### src/rtl/uart_pkg.sv
// Shared UART constants: byte width and the default receive FIFO geometry.
package uart_pkg;

    localparam int BYTE_W     = 8;
    localparam int FIFO_DEPTH = 16;
    localparam int FIFO_AW    = 4;

endpackage

### src/rtl/rx_fifo_ram.sv
// Simple dual-port byte RAM: one synchronous write port, one registered read port, no reset.
module rx_fifo_ram
    import uart_pkg::*;
#(
    parameter int DEPTH = FIFO_DEPTH,
    parameter int AW    = FIFO_AW
) (
    input  logic              CLK,
    input  logic              wr_en,
    input  logic [AW-1:0]     wr_addr,
    input  logic [BYTE_W-1:0] wr_data,
    input  logic              rd_en,
    input  logic [AW-1:0]     rd_addr,
    output logic [BYTE_W-1:0] rd_data
);

    logic [BYTE_W-1:0] mem_q [DEPTH];
    logic [BYTE_W-1:0] rd_data_q;

    // Read-first: a same-edge write to rd_addr is not visible on this read.
    always_ff @(posedge CLK) begin
        if (wr_en) begin
            mem_q[wr_addr] <= wr_data;
        end
        if (rd_en) begin
            rd_data_q <= mem_q[rd_addr];
        end
    end

    assign rd_data = rd_data_q;

endmodule

### src/rtl/rx_fifo_module.sv
// Receive byte FIFO between the UART receive controller and its consumer.
// Pointers, occupancy count, flags and the pop handshake live here; storage is rx_fifo_ram.
module rx_fifo_module
    import uart_pkg::*;
#(
    parameter int DEPTH = FIFO_DEPTH,
    parameter int AW    = FIFO_AW
) (
    input  logic              CLK,
    input  logic              RST,
    input  logic              Rx_Done_Sig,
    input  logic [BYTE_W-1:0] Rx_Data,
    input  logic              Read_Req,
    input  logic              Clr_Sig,
    output logic [BYTE_W-1:0] Read_Data,
    output logic              Read_Done_Sig,
    output logic              Empty_Sig,
    output logic              Full_Sig,
    output logic [AW:0]       Count,
    output logic              Overflow_Sig
);

    localparam logic [AW:0] FULL_COUNT = (AW+1)'(DEPTH);

    logic [AW-1:0]     wr_ptr_q, wr_ptr_d;
    logic [AW-1:0]     rd_ptr_q, rd_ptr_d;
    logic [AW:0]       count_q, count_d;
    logic              ovf_q, ovf_d;
    logic              done_q, done_d;
    logic              data_valid_q, data_valid_d;
    logic              empty, full;
    logic              do_pop, do_write;
    logic [BYTE_W-1:0] ram_rd_data;

    assign empty = (count_q == '0);
    assign full  = (count_q == FULL_COUNT);

    always_comb begin
        do_pop       = Read_Req && !empty && !Clr_Sig;
        // A pop in the same cycle frees a slot, so a full FIFO still accepts the byte.
        do_write     = Rx_Done_Sig && (!full || do_pop) && !Clr_Sig;
        wr_ptr_d     = wr_ptr_q;
        rd_ptr_d     = rd_ptr_q;
        count_d      = count_q;
        ovf_d        = ovf_q;
        done_d       = 1'b0;
        data_valid_d = data_valid_q;
        if (Clr_Sig) begin
            wr_ptr_d = '0;
            rd_ptr_d = '0;
            count_d  = '0;
            ovf_d    = 1'b0;
        end else begin
            if (do_write) begin
                wr_ptr_d = wr_ptr_q + AW'(1);
            end
            if (do_pop) begin
                rd_ptr_d     = rd_ptr_q + AW'(1);
                done_d       = 1'b1;
                data_valid_d = 1'b1;
            end
            if (Rx_Done_Sig && !do_write) begin
                ovf_d = 1'b1;
            end
            case ({do_write, do_pop})
                2'b10:   count_d = count_q + (AW+1)'(1);
                2'b01:   count_d = count_q - (AW+1)'(1);
                default: count_d = count_q;
            endcase
        end
    end

    always_ff @(posedge CLK or posedge RST) begin
        if (RST) begin
            wr_ptr_q     <= '0;
            rd_ptr_q     <= '0;
            count_q      <= '0;
            ovf_q        <= 1'b0;
            done_q       <= 1'b0;
            data_valid_q <= 1'b0;
        end else begin
            wr_ptr_q     <= wr_ptr_d;
            rd_ptr_q     <= rd_ptr_d;
            count_q      <= count_d;
            ovf_q        <= ovf_d;
            done_q       <= done_d;
            data_valid_q <= data_valid_d;
        end
    end

    rx_fifo_ram #(
        .DEPTH (DEPTH),
        .AW    (AW)
    ) u_ram (
        .CLK     (CLK),
        .wr_en   (do_write),
        .wr_addr (wr_ptr_q),
        .wr_data (Rx_Data),
        .rd_en   (do_pop),
        .rd_addr (rd_ptr_q),
        .rd_data (ram_rd_data)
    );

    // The RAM read register has no reset; Read_Data shows zero until the first pop after reset.
    assign Read_Data     = data_valid_q ? ram_rd_data : '0;
    assign Read_Done_Sig = done_q;
    assign Empty_Sig     = empty;
    assign Full_Sig      = full;
    assign Count         = count_q;
    assign Overflow_Sig  = ovf_q;

endmodule

### config.mk
export PLATFORM = sky130hd
export DESIGN_NAME = rx_fifo_module
export DESIGN_NICKNAME = d
export VERILOG_FILES = /design/src/rtl/uart_pkg.sv /design/src/rtl/rx_fifo_ram.sv /design/src/rtl/rx_fifo_module.sv
export SDC_FILE = /design/constraint.sdc
export NUM_CORES = 1
export LEC_CHECK = 0
export BUFFER_PORTS_ARGS = -buffer_cell sky130_fd_sc_hd__buf_2
export CAP_MARGIN = 20
export CELL_PAD_IN_SITES_DETAIL_PLACEMENT = 0
export CELL_PAD_IN_SITES_GLOBAL_PLACEMENT = 1
export CORE_MARGIN = 5
export CORE_UTILIZATION = 35
export CTS_BUF_LIST = sky130_fd_sc_hd__clkbuf_4
export DETAILED_ROUTE_END_ITERATION = 8
export PLACE_DENSITY_LB_ADDON = 0.15
export SYNTH_ARGS = -nofsm -noshare
export SYNTH_HDL_FRONTEND = slang
export SYNTH_SLANG_ARGS = --single-unit
### constraint.sdc
create_clock -name CLK -period 2.5 [get_ports CLK]
set_input_delay 0.5 -clock CLK [delete_from_list [all_inputs] [get_ports CLK]]
set_output_delay 0.5 -clock CLK [all_outputs]
set_load 0.05 [all_outputs]
* Word-level counts from Yosys, hierarchy flattened
Memories as Yosys holds them, arrays and structs flattened. A register that Yosys moved wholly into a read port is not among the register bits.
Index checks and enable logic that the tools add are counted.
** Cells by class
- Reduce and logical (&&, ||, !) cells :: 16
- Add/subtract/negate cells :: 4
- Bitwise gates (word level) :: 1
- Equal/unequal tests :: 3
- Muxes and demuxes :: 13
** Operators by type and width (number)
- 4-bit two-way mux :: 4
- 5-bit one-hot mux with 2 select lines :: 1
- 4-bit by 1-bit adder with 4-bit output (second input constant) :: 2
- 8-bit two-way mux :: 1
- 1-bit two-way mux :: 6
- 2-bit nonzero test :: 3
- 5-bit by 1-bit adder with 5-bit output (second input constant) :: 1
- 5-bit == test (second input constant) :: 1
- 1-bit logical AND :: 5
- 5-bit zero test :: 1
- 5-bit two-way mux :: 1
- 5-bit by 1-bit subtractor with 5-bit output (second input constant) :: 1
- 1-bit zero test :: 4
- 3-bit nonzero test :: 1
- 2-bit by 1-bit == test with 1-bit output (second input constant) :: 1
- 2-bit == test (second input constant) :: 1
- 2-bit AND reduction :: 1
- 1-bit logical OR :: 1
- 1-bit NOT :: 1
** Storage, ports and cells
- Register bits :: 16
- Bits of input ports :: 13
- Output and inout port bits :: 17
- Word-level logic and storage cells :: 44
- Bits in writable memories :: 128
- Memories :: 1
** Memories
- u_ram.mem_q :: words 16, width 8, rd ports 1, clocked after memory_dff 1, wr ports 1, line rx_fifo_ram.sv:17 : logic [BYTE_W-1:0] mem_q [DEPTH];

* Depth between registers and ports, before layout
- Word-level depth :: 11
- Mapped depth :: 9

* Modules after synthesis
Synthesis repeated with hierarchy kept, for this count alone.
** Unflattened totals
- Cells, all modules :: 340
- Area total of the unflattened synthesis :: 6279.8 um^2
** Modules (own cells, without submodules)
- rx_fifo_ram :: area each 5227.5 um^2, instances 1, seq. area each 4083.9 um^2, cells each 229
- rx_fifo_module :: area each 1052.3 um^2, instances 1, seq. area each 400.4 um^2, cells each 111

* Least setup slack after synthesis
No wires, ideal clock.
- Path kind :: register to register
- Start :: register count_q[0], in the netlist Count[0]
- End :: register count_q[4], in the netlist Count[4]
- Arrival time :: 2.683 ns
- Stages on the path, launching flop included :: 10
- Required time :: 2.418 ns
- Slack :: -0.265 ns
- Setup time :: 0.082 ns
- Buffers on the path :: 0
- Cells stage by stage :: dfrtp_1 -> or4_4 -> o21ai_4 -> nor3_1 -> inv_1 -> fa_1 -> nand2b_1 -> a2111o_1 -> o22a_1 -> a31oi_1
** On the way
- Longest elaborated chain between the ends :: 10
- Elaborated cells between the ends (all ways) :: 16
** Ends and longest elaborated chain
- from (decl) :: line rx_fifo_module.sv:27 : logic [AW:0] count_q, count_d;
- from (signal assigned) :: line rx_fifo_module.sv:84 : count_q <= count_d;
- 5-bit zero test :: line rx_fifo_module.sv:35 : assign empty = (count_q == '0);
- 1-bit zero test :: line rx_fifo_module.sv:39 : do_pop = Read_Req && !empty && !Clr_Sig;
- 1-bit logical AND (2 in series) :: line rx_fifo_module.sv:39
- 1-bit logical OR :: line rx_fifo_module.sv:41 : do_write = Rx_Done_Sig && (!full || do_pop) && !Clr_Sig;
- 1-bit logical AND (2 in series) :: line rx_fifo_module.sv:41
- 2-bit by 1-bit == test with 1-bit output or 2-bit == test (tied branches) :: line rx_fifo_module.sv:65 : case ({do_write, do_pop})
- 5-bit one-hot mux with 2 select lines :: line rx_fifo_module.sv:65
- 5-bit two-way mux :: line rx_fifo_module.sv:48 : if (Clr_Sig) begin
Several ways; a longest one is shown, not always the timed one.
A chain may end at the register's enable or synchronous reset.

* Final worst setup path
- Start :: register count_q[2], in the netlist Count[2]
- End :: register count_q[4], in the netlist Count[4]
The elaborated chain is that of the path after synthesis.

==> flow_metrics.py <==
metrics = {
    "run_status": {
        "outcome": "complete, no violations",
    },
    "worst_setup_path": {
        "start_kind": "flip-flop",
        "cp.required_ns": 2.94,
        "path_class": "flip-flop to flip-flop",
        "r2r_slack_ns": 0.02,
        "crit_start": "Count[2]$_DFFE_PP0P_",
        "cp_max_fo": 5,
        "cp.arrival_ns": 2.92,
        "endpoint_kind": "flip-flop",
        "r2r-start": "Count[2]$_DFFE_PP0P_",
    },
    "pwr": {
        "netSwitchingPower_uw": 1910,
        "comb_power_share": 0.303,
        "swShare": 0.311,
        "clkPwrFrac": 0.218,
        "p_int_uw": 4220,
        "leakagePower_uw": 0.00242,
        "ir_drop_mv": 0.779,
        "power_density_nw_per_um2": 861,
        "seq_power_share": 0.479,
        "p_total_uw": 6130,
    },
    "sta": {
        "finalClockSkew_ns": 0.0158,
        "rsz0062_at_grt": "true",
        "slew_viol_final": 0,
        "fin_tns_setup_ns": 0,
        "period_needed_ns": 2.48,
        "whs_ns": 0.0302,
        "hold_viol": 0,
        "fmax_ghz": 0.404,
        "timing.slew.headroom": 0.560,
        "finalSetupViolCount": 0,
        "tightest_slew_ns": 0.657,
        "fin_crit_sh": 0.991,
    },
    "clock_network": {
        "cts.sinks": 152,
        "cts_hold_buf": 0,
        "htreeDepth": 4,
        "cts_tree": "yes",
        "clk_latency_ns": 0.52,
        "cts_buffer_depth": 2,
        "cts_made_buffers": 17,
        "clk_pin_slew_ns": 0.12,
        "cts-root-buf": "clkbuf_4",
    },
    "synth": {
        "netlist_area_sq_um": 6240,
        "synth.ff_latch_count": 152,
        "yosysWarnings": 0,
        "postSynthAreaPerCell_sq_um": 18.2,
        "synth_cells": 343,
        "yosysSeqAreaShare": 0.718,
        "syn-num-nets": 365,
        "synth_top_flop_cell": "edfxtp_1",
        "ys_types": 42,
        "synth-async-reset-ratio": 0.105,
        "synth-edff-count": 136,
    },
    "detailed_routing": {
        "num_vias": 3167,
        "firstDrtPassIters": 4,
        "drc": 0,
        "ant_nets": 0,
        "vias_per_cell": 4.91,
        "first_iter_violations": 236,
        "wl_per_cell_microns": 19.7,
        "wl_mm": 12.7,
    },
    "cells_and_area": {
        "layout.cells.non_filler": 645,
        "drive_above_1_share": 0.324,
        "nets": 429,
        "diodes": 0,
        "post-route-util": 0.408,
        "final_cell_mix": "edfxtp_1, mux4_2, buf_4, nor2_1, buf_2",
        "fill_cells": 1580,
        "layout_commonest_cell": "edfxtp_1",
        "area_growth_syn_to_layout_pct": 13.9,
    },
    "global_routing": {
        "grt_overflow_total": 0,
        "grt_pass1_wl_mm": 20.3,
        "grt_max_degree": 36,
        "grt_pass1_vias": 3348,
        "antenna_found_initial": 0,
        "grtUsageTotal": 0.134,
    },
    "placement": {
        "dp_hpwl_mm": 8.15,
        "place_congestion": 0.722,
        "dp_cells": 611,
        "port_buffers": 29,
    },
    "die": {
        "row_count": 48,
        "core_area_sq_um": 17400,
        "fp.dieH_microns": 144,
        "start_util": 0.358,
        "dieArea_sq_um": 20600,
        "io_pins": 30,
        "die_w_microns": 144,
    },
    "hold_path": {
        "hp-class": "primary input to asynchronous set/reset pin",
    },
    "flow_run": {
        "maxCapViolCount": 0,
    },
}
-- metal layers --
layer / up-vias / wire length, microns / GRT usage
met4: 0 / 157 / 0.0411
li1: 1468 / - / -
met1: 1622 / 6140 / 0.194
met5: - / 0 / 0
met2: 62 / 5920 / 0.203
met3: 15 / 526 / 0.0329
-- per-stage QoR --
stage	instance area (sq um)	setup WS, ns
floorplan	6250	-0.106
global placement	6840	0.00314
detailed placement	6840	-0.0731
CTS	7100	0.0102
global route	7110	-0.135
finish	7110	0.0220
-- timing repair --
item	4_1_cts	5_1_grt
pin swaps	2	0
setup buffers	2	0
setup endpoints to repair	2	4
resized for setup	1	4
-- path summary, 6_finish.rpt --
path                                                     end  cells past startpoint
worst max-delay path                    Count[4]$_DFFE_PP0P_                      8
worst min-delay path                data_valid_q$_DFFE_PP0P_                      2
worst max register to register          Count[4]$_DFFE_PP0P_                      8
worst min register to register      Overflow_Sig$_DFFE_PP0P_                      2
max in group asynchronous               Count[4]$_DFFE_PP0P_                      2
min in group CLK                u_ram.mem_q[10][3]$_DFFE_PP_                      1
-- registers in the layout, indices dropped and copies added (netlist names) --
register	flops
wr_ptr_q	4
Count	5
Overflow_Sig	1
rd_ptr_q	4
Read_Done_Sig	1
u_ram.mem_q	128
u_ram.rd_data	8
data_valid_q	1
-- logic make-up (layout without fill, tap and decap cells) --
group,Yosys count,after routing,share of synthesized area
adder cells (fa/ha/maj),9,9,0.0192
flip-flops,152,152,0.718
XOR/XNOR,7,7,0.00982
AO/OA/AOI/OAI,33,33,0.0419
buffers and inverters,25,102,0.0182
multiplexers,38,38,0.127
AND/OR/NAND/NOR,79,79,0.0659
-- synthesized netlist by cell type (2+ instances only) --
library cell / number / area [sq um]
edfxtp_1: 136 / 4080
mux4_2: 32 / 721
nor2_1: 29 / 109
a22oi_1: 16 / 120
dfrtp_1: 16 / 400
nand2_1: 13 / 48.8
and2_1: 10 / 62.6
inv_1: 10 / 37.5
ha_1: 8 / 100
nor2b_1: 7 / 43.8
clkbuf_1: 6 / 22.5
a21oi_1: 5 / 25.0
buf_2: 5 / 25.0
mux2i_1: 4 / 40.0
nand3_1: 4 / 20.0
xor2_1: 4 / 35.0
nand2b_1: 3 / 18.8
nand3b_1: 3 / 22.5
o211ai_1: 3 / 22.5
xnor2_1: 3 / 26.3
a31oi_1: 2 / 12.5
and3_1: 2 / 12.5
buf_1: 2 / 7.51
mux2_4: 2 / 30.0
-- final cells by class --
cell class,instances,area (sq um),share of cell area
Clock inverter,11,81.3,0.0114
Inverter,10,37.5,0.00528
Tap cell,225,282,0.0396
Clock buffer,21,158,0.0222
Timing Repair Buffer,60,408,0.0574
Sequential cell,152,4490,0.632
Multi-Input combinational cell,166,1650,0.233
-- power groups by stage --
stage | clock [uW] | sequential (uW) | combinational [uW]
after floorplan | 0 | 3140 | 1190
after global routing | 1510 | 2950 | 2020
after CTS | 1390 | 2940 | 1890
final | 1330 | 2940 | 1860
after global placement | 0 | 2990 | 1850
after detailed placement | 0 | 3000 | 1850
-- critical path, cell delays in order, from the launching register on --
cell	delay [ns]
dfrtp_2	0.42
or4_4	0.60
o21ai_4	0.16
nor3_2	0.08
ha_1	0.30
nand2b_1	0.10
a2111o_1	0.39
o22a_1	0.20
a31oi_1	0.13
Note: power is estimated with default switching activity, not from simulation.
